--- config.mk ---
export PLATFORM = sky130hd
export DESIGN_NAME = gesture_score_accumulator_flat
export DESIGN_NICKNAME = d
export VERILOG_FILES = /design/src/rtl/gesture_score_accumulator_if.sv /design/src/rtl/gesture_score_accumulator.sv /design/src/flat_wrapper.sv
export SDC_FILE = /design/constraint.sdc
export NUM_CORES = 1
export LEC_CHECK = 0
export CAP_MARGIN = 15
export CORE_ASPECT_RATIO = 0.5
export CORE_MARGIN = 2
export CORE_UTILIZATION = 45
export DETAILED_ROUTE_END_ITERATION = 7
export PLACE_DENSITY = 0.59
export SLEW_MARGIN = 15
export SYNTH_ARGS = -nofsm -noshare
export SYNTH_HDL_FRONTEND = slang
export SYNTH_SLANG_ARGS = --single-unit
--- constraint.sdc ---
create_clock -name clk -period 16.8 [get_ports clk]
set_input_delay 4.2 -clock clk [delete_from_list [all_inputs] [get_ports clk]]
set_output_delay 4.2 -clock clk [all_outputs]
set_load 0.02 [all_outputs]
--- src/rtl/gesture_score_accumulator_if.sv ---
// Handshake/bus bundle for gesture_score_accumulator.
//   slave  : the accumulator (drives cell_addr, busy and result_*).
//   master : the sequencer/memories (drives start, voxel_count, weight_in).
// voxel_count and weight_in are registered reads of cell_addr (1-cycle latency).
interface gesture_score_accumulator_if #(
    parameter int NUM_CELLS   = 1024,
    parameter int NUM_CLASSES = 4,
    parameter int WEIGHT_BITS = 8,
    parameter int COUNT_BITS  = 4,
    parameter int SCORE_BITS  = 24
);
    localparam int ADDR_W = $clog2(NUM_CELLS);
    localparam int CLS_W  = $clog2(NUM_CLASSES);

    logic                               start;
    logic [ADDR_W-1:0]                  cell_addr;
    logic [COUNT_BITS-1:0]              voxel_count;
    logic [NUM_CLASSES*WEIGHT_BITS-1:0] weight_in;
    logic                               busy;
    logic                               result_valid;
    logic [CLS_W-1:0]                   result_class;
    logic [SCORE_BITS-1:0]              result_score;
    logic                               result_confident;

    modport slave (
        input  start, voxel_count, weight_in,
        output cell_addr, busy, result_valid, result_class, result_score, result_confident
    );

    modport master (
        output start, voxel_count, weight_in,
        input  cell_addr, busy, result_valid, result_class, result_score, result_confident
    );
endinterface

--- src/rtl/gesture_score_accumulator.sv ---
// Gesture scoring stage: sweeps one shared cell address over all voxel cells,
// accumulates count x weight per class, then runs a serial argmax.
// Ports:
//   clk  - rising-edge clock
//   rst  - asynchronous active-high reset
//   bus  - gesture_score_accumulator_if.slave:
//          start in; cell_addr out; voxel_count/weight_in in (1-cycle read latency);
//          busy, result_valid (pulse), result_class, result_score, result_confident out.
module gesture_score_accumulator #(
    parameter int NUM_CELLS   = 1024,
    parameter int NUM_CLASSES = 4,
    parameter int WEIGHT_BITS = 8,
    parameter int COUNT_BITS  = 4,
    parameter int SCORE_BITS  = 24,
    parameter int MIN_SCORE   = 1
) (
    input  logic clk,
    input  logic rst,
    gesture_score_accumulator_if.slave bus
);
    localparam int ADDR_W = $clog2(NUM_CELLS);
    localparam int CLS_W  = $clog2(NUM_CLASSES);
    localparam int PROD_W = COUNT_BITS + WEIGHT_BITS + 1;

    localparam logic [ADDR_W-1:0]            LAST_ADDR = ADDR_W'(NUM_CELLS - 1);
    localparam logic [CLS_W-1:0]             LAST_CLS  = CLS_W'(NUM_CLASSES - 1);
    localparam logic signed [SCORE_BITS-1:0] MIN_S     = SCORE_BITS'(MIN_SCORE);

    typedef enum logic [1:0] {IDLE, SWEEP, DRAIN, ARGMAX} state_t;

    state_t                        state;
    logic                          rd_vld;   // tags memory data returning this cycle
    logic [CLS_W-1:0]              arg_idx;
    logic signed [SCORE_BITS-1:0]  acc [NUM_CLASSES];
    logic signed [SCORE_BITS-1:0]  best_score;
    logic [CLS_W-1:0]              best_class;

    // Per-class product; count is zero-extended so it stays non-negative.
    logic signed [PROD_W-1:0] prod [NUM_CLASSES];

    for (genvar k = 0; k < NUM_CLASSES; k++) begin : g_mul
        logic signed [PROD_W-1:0] cnt_ext;
        logic signed [PROD_W-1:0] w_ext;
        logic [WEIGHT_BITS-1:0]   w;
        assign w       = bus.weight_in[k*WEIGHT_BITS +: WEIGHT_BITS];
        assign cnt_ext = $signed({{(WEIGHT_BITS+1){1'b0}}, bus.voxel_count});
        assign w_ext   = $signed({{(COUNT_BITS+1){w[WEIGHT_BITS-1]}}, w});
        assign prod[k] = cnt_ext * w_ext;
    end

    // Argmax candidate: strict greater-than keeps the lower index on ties.
    logic signed [SCORE_BITS-1:0] cand_score;
    logic [CLS_W-1:0]             cand_class;

    always_comb begin
        cand_score = best_score;
        cand_class = best_class;
        if (acc[arg_idx] > best_score) begin
            cand_score = acc[arg_idx];
            cand_class = arg_idx;
        end
    end

    always_ff @(posedge clk or posedge rst) begin
        if (rst) begin
            state                <= IDLE;
            rd_vld               <= 1'b0;
            arg_idx              <= '0;
            best_score           <= '0;
            best_class           <= '0;
            bus.cell_addr        <= '0;
            bus.busy             <= 1'b0;
            bus.result_valid     <= 1'b0;
            bus.result_class     <= '0;
            bus.result_score     <= '0;
            bus.result_confident <= 1'b0;
            for (int k = 0; k < NUM_CLASSES; k++) acc[k] <= '0;
        end else begin
            bus.result_valid <= 1'b0;
            rd_vld           <= (state == SWEEP);

            if (rd_vld) begin
                for (int k = 0; k < NUM_CLASSES; k++)
                    acc[k] <= acc[k] + {{(SCORE_BITS-PROD_W){prod[k][PROD_W-1]}}, prod[k]};
            end

            case (state)
                IDLE: begin
                    if (bus.start) begin
                        for (int k = 0; k < NUM_CLASSES; k++) acc[k] <= '0;
                        bus.cell_addr <= '0;
                        bus.busy      <= 1'b1;
                        state         <= SWEEP;
                    end
                end
                SWEEP: begin
                    // Address holds at the last cell; no wrap within a sweep.
                    if (bus.cell_addr == LAST_ADDR) state <= DRAIN;
                    else                            bus.cell_addr <= bus.cell_addr + 1'b1;
                end
                DRAIN: begin
                    // Last returning data is accumulated on this edge.
                    arg_idx <= '0;
                    state   <= ARGMAX;
                end
                ARGMAX: begin
                    if (arg_idx == '0) begin
                        best_score <= acc[0];
                        best_class <= '0;
                    end else begin
                        best_score <= cand_score;
                        best_class <= cand_class;
                    end
                    if (arg_idx == LAST_CLS) begin
                        bus.result_valid     <= 1'b1;
                        bus.result_class     <= cand_class;
                        bus.result_score     <= cand_score;
                        bus.result_confident <= (cand_score >= MIN_S);
                        bus.busy             <= 1'b0;
                        state                <= IDLE;
                    end else begin
                        arg_idx <= arg_idx + 1'b1;
                    end
                end
                default: state <= IDLE;
            endcase
        end
    end
endmodule

--- src/flat_wrapper.sv ---
// flat-port wrapper written by rule: the top's interface ports become plain ports
module gesture_score_accumulator_flat 
#(
    parameter int NUM_CELLS   = 1024,
    parameter int NUM_CLASSES = 4,
    parameter int WEIGHT_BITS = 8,
    parameter int COUNT_BITS  = 4,
    parameter int SCORE_BITS  = 24,
    parameter int MIN_SCORE   = 1
)
  (clk, rst, bus_start, bus_voxel_count, bus_weight_in, bus_cell_addr, bus_busy, bus_result_valid, bus_result_class, bus_result_score, bus_result_confident);
  gesture_score_accumulator_if #(.NUM_CELLS(NUM_CELLS), .NUM_CLASSES(NUM_CLASSES), .WEIGHT_BITS(WEIGHT_BITS), .COUNT_BITS(COUNT_BITS), .SCORE_BITS(SCORE_BITS)) bus_i ();
  input  logic clk;
  input  logic rst;
  input wire logic [$bits(bus_i.start)-1:0] bus_start;
  input wire logic [$bits(bus_i.voxel_count)-1:0] bus_voxel_count;
  input wire logic [$bits(bus_i.weight_in)-1:0] bus_weight_in;
  output wire logic [$bits(bus_i.cell_addr)-1:0] bus_cell_addr;
  output wire logic [$bits(bus_i.busy)-1:0] bus_busy;
  output wire logic [$bits(bus_i.result_valid)-1:0] bus_result_valid;
  output wire logic [$bits(bus_i.result_class)-1:0] bus_result_class;
  output wire logic [$bits(bus_i.result_score)-1:0] bus_result_score;
  output wire logic [$bits(bus_i.result_confident)-1:0] bus_result_confident;
  assign bus_i.start = bus_start;
  assign bus_i.voxel_count = bus_voxel_count;
  assign bus_i.weight_in = bus_weight_in;
  assign bus_cell_addr = bus_i.cell_addr;
  assign bus_busy = bus_i.busy;
  assign bus_result_valid = bus_i.result_valid;
  assign bus_result_class = bus_i.result_class;
  assign bus_result_score = bus_i.result_score;
  assign bus_result_confident = bus_i.result_confident;
  gesture_score_accumulator #(.NUM_CELLS(NUM_CELLS), .NUM_CLASSES(NUM_CLASSES), .WEIGHT_BITS(WEIGHT_BITS), .COUNT_BITS(COUNT_BITS), .SCORE_BITS(SCORE_BITS), .MIN_SCORE(MIN_SCORE)) u_core (.clk(clk), .rst(rst), .bus(bus_i));
endmodule
==> flow_summary_export.csv <==
group,metric,value,unit
status,status,"finished, final reports clean",
placed_design,place_ws,5.877,ns
grt,grt_pass1_wl,75.15,mm
sta,worst-slew-pin-transition,1.147,ns
clocking,cts_tree,"done",
power_and_ir_drop,power.density,198.6,nW/um^2
final_layout,finalNetCount,2418,
sta,hold_viol,0,
floorplan,die_height,144.6,um
clocking,clock_sinks,166,
sta,fin_crit_sh,62.03,%
synth,synth_edf_count,0,
grt,grt_max_degree,99,
route,final_antenna_net_count,0,
critical_path,crit_fanout,32,
sta,final.min_clock_period,10.42,ns
grt,grt.total_usage,22.94,%
critical_path,cp-start-kind,"input pin",
clocking,cts_setup_buffers,0,
critical_path,crit_type,"input pin to flip-flop",
placed_design,io_buffers,77,
floorplan,core,38920,um^2
route,first_pass_iters,5,
sta,whs,0.5302,ns
clocking,ctsResizeCount,0,
final_layout,mostFrequentLayoutCells,"232 x ha_1, 222 x inv_1, 166 x nor2_1",
clocking,htreeDepth,4,
clocking,clk_pin_slew,0.07,ns
clocking,clk_latency,0.45,ns
critical_path,required,17.15,ns
critical_path,cp_slowest_cell,"clkdlybuf4s50_1",
route,drcViolationCount,0,
sta,finClkSkew,0.01745,ns
sta,setup_viol,0,
final_layout,final_common_cell,"ha_1",
sta,tns,0,ns
synth,synth_cell_types,72,
final_layout,drive_gt1_share,4.792,%
critical_path,cp.arrival,10.77,ns
hold_path,hold_path_class,"flip-flop to flip-flop",
critical_path,path_cells,"clkdlybuf4s50_1 -> and2_1 -> ha_1 -> inv_1 -> fa_1 -> fa_1 -> inv_1 -> ha_1 -> a21o_1 -> a211oi_1 -> nor2_1 -> nor4_1 -> o41a_1 -> xnor2_1 -> buf_4 -> ha_1 -> a2111oi_0 -> inv_1 -> o31a_1 -> a41o_1 -> a221oi_2 -> nor2_1 -> nor4b_2",
synth,syn_nets,2381,
floorplan,die_w,285.2,um
power_and_ir_drop,ir_worst_vdd,0.0001018,V
critical_path,endpoint_kind,"flip-flop",
synth,synth-seq-cells,166,
synth,seq_area_frac_synth,23.35,%
grt,grt_pass1_vias,13780,
critical_path,slowest_delay,0.89,ns
floorplan,pin_count,78,
clocking,cts_buffer_depth,2,
grt,antenna_found_initial,0,
synth,synth_cells,2038,
route,num_vias,14370,
sta,maxSlewHeadroom,23.55,%
floorplan,dieArea,41240,um^2
final_layout,antenna_cells,0,
grt,grt_remaining_overflow,0,
final_layout,syn_to_final_growth,10.41,%
flow_run,drv_cap,0,
floorplan,start_util,45.71,%
clocking,cts_hold_buf,0,
synth,synth_ff_type,"dfrtp_1",
placed_design,gp_congestion,0.9146,
route,drtIter0Drc,1023,
route,finalWirelength,46.15,mm
route,viasPerCell,5.492,
synth,syn_area,17790,um^2
placed_design,place_hpwl,35.41,mm
clocking,cts_buffers,17,
final_layout,stdcell_area,19650,um^2
floorplan,std_cell_rows,51,
sta,rsz0062_at_grt,"no",
sta,drv_slew,0,
placed_design,post_dp_cell_area,19070,um^2
synth,syn_area_per_cell,8.730,um^2
sta,fmax,0.09597,GHz
synth,ys_async_sr_fraction,100.0,%
clocking,root_buffer,"clkbuf_16",
route,avgRoutedWirePerCell,17.64,um
sta,finalWorstSetupSlack,6.380,ns
power_and_ir_drop,p_leak,9.488,nW
synth,synth_warnings,0,
per-stage QoR:
stage               power [W]  utilization [%]  std cells
floorplan            0.002861                -       2038
global placement     0.003438            48.99       2586
detailed placement   0.003472            48.99       2586
CTS                  0.003889            50.47       2617
global route         0.004301            50.47       2617
finish               0.003902            50.47       2617
cell usage after synthesis, types with 3 or more instances:
cell,n,share of area [%]
and3_1,13,0.46
nand2_1,140,3.0
a2bb2oi_1,3,0.15
clkbuf_1,58,1.2
o21ai_0,85,2.4
a21boi_0,3,0.13
a221o_1,3,0.17
and2_1,104,3.7
or3_1,3,0.11
a41o_1,3,0.17
inv_1,223,4.7
nor4_1,15,0.53
xor2_1,30,1.5
o221ai_1,24,1.2
nor2b_1,16,0.56
ha_1,232,16
o22ai_1,5,0.18
o211ai_1,4,0.17
a221oi_2,3,0.25
mux2_2,3,0.19
mux2i_1,58,3.3
a21oi_1,121,3.4
nor3_1,27,0.76
a21o_1,53,2.2
fa_1,72,8.1
o21bai_1,17,0.72
nand4_1,12,0.42
a2111oi_0,3,0.15
nand3_1,77,2.2
a211oi_1,27,1.1
a311oi_1,3,0.15
a41oi_1,3,0.15
buf_1,6,0.13
nor2_1,166,3.5
o21ai_1,7,0.20
xnor2_1,91,4.5
or2_2,5,0.18
nand2b_1,22,0.77
and4_1,5,0.25
mux4_2,24,3.0
dfrtp_1,166,23
o21a_1,18,0.76
o31a_1,5,0.25
a31oi_1,34,1.2
buf_2,12,0.34
power by group:
| group | total, W | switching, W | internal [W] | leakage, nW |
|---|---|---|---|---|
| sequential | 0.000740 | 0.000182 | 0.000557 | 2.06 |
| combinational | 0.00276 | 0.00154 | 0.00123 | 7.15 |
| clock | 0.000398 | 0.000178 | 0.000220 | 0.275 |
| total | 0.00390 | 0.00190 | 0.00201 | 9.49 |
flip-flops by register name (all words and copies together), names as in the netlist:
name and cells:
u_core.acc 96, u_core.arg_idx 2, u_core.best_class 2, u_core.best_score 24, u_core.bus.busy 1, u_core.bus.cell_addr 10, u_core.bus.result_class 2, u_core.bus.result_confident 1
u_core.bus.result_score 24, u_core.bus.result_valid 1, u_core.rd_vld 1, u_core.state 2
kinds of logic (layout without fill, tap and decap cells):
| group | Yosys count | in the layout | share of synthesized area (%) |
|---|---|---|---|
| buffers and inverters | 300 | 349 | 6.413 |
| flip-flops | 166 | 166 | 23.35 |
| adder cells (fa/ha/maj) | 304 | 304 | 24.42 |
| AO/OA/AOI/OAI | 448 | 448 | 16.58 |
| multiplexers | 85 | 85 | 6.491 |
| AND/OR/NAND/NOR | 614 | 614 | 16.80 |
| XOR/XNOR | 121 | 121 | 5.956 |
metal layers:
| layer | part of all wire (%) | wire length [um] | track usage, % |
|---|---|---|---|
| met2 | 42 | 19500 | 35.28 |
| met3 | 4.4 | 2038 | 3.596 |
| met1 | 52 | 24160 | 34.33 |
| met5 | 0 | 0 | 0 |
| met4 | 0.99 | 457 | 3.803 |
layout make-up:
type	count	area (um^2)
inverter	224	845.8
timing repair buffer	94	898.4
sequential	166	4159
fill	3752	19280
clock buffer	18	429.2
multi-input combinational	1572	12500
clock inverter	13	147.6
tap	530	663.1
final timing paths:
path | depth (start not counted) | slack (ns) | endpoint | startpoint
hold / removal | 2 | 0.53 | u_core.bus.result_confident$_DFFE_PP0P_ | u_core.bus.result_confident$_DFFE_PP0P_
max in group asynchronous | 3 | 10.94 | u_core.rd_vld$_DFF_PP0_ | rst
min in group asynchronous | 2 | 4.33 | u_core.bus.cell_addr[7]$_DFFE_PP0P_ | rst
setup / recovery | 23 | 6.38 | u_core.acc[47]$_DFF_PP0_ | bus_voxel_count[3]
hold reg to reg | 2 | 0.53 | u_core.bus.result_confident$_DFFE_PP0P_ | u_core.bus.result_confident$_DFFE_PP0P_
setup reg to reg | 9 | 11.84 | u_core.best_score[23]$_DFFE_PP0P_ | u_core.arg_idx[0]$_DFFE_PP0P_
worst max-delay path, delay by kind of cell:
kind	cells	cell delay, ns
xor gates and xnor gates	1	0.12
and+or+nand+nor	5	1.07
buffers and inverters	5	1.32
adders and majority gates	5	1.91
AOI/OAI and AO/OA	7	2.10
No activity file was read; power rests on OpenSTA's default activity.
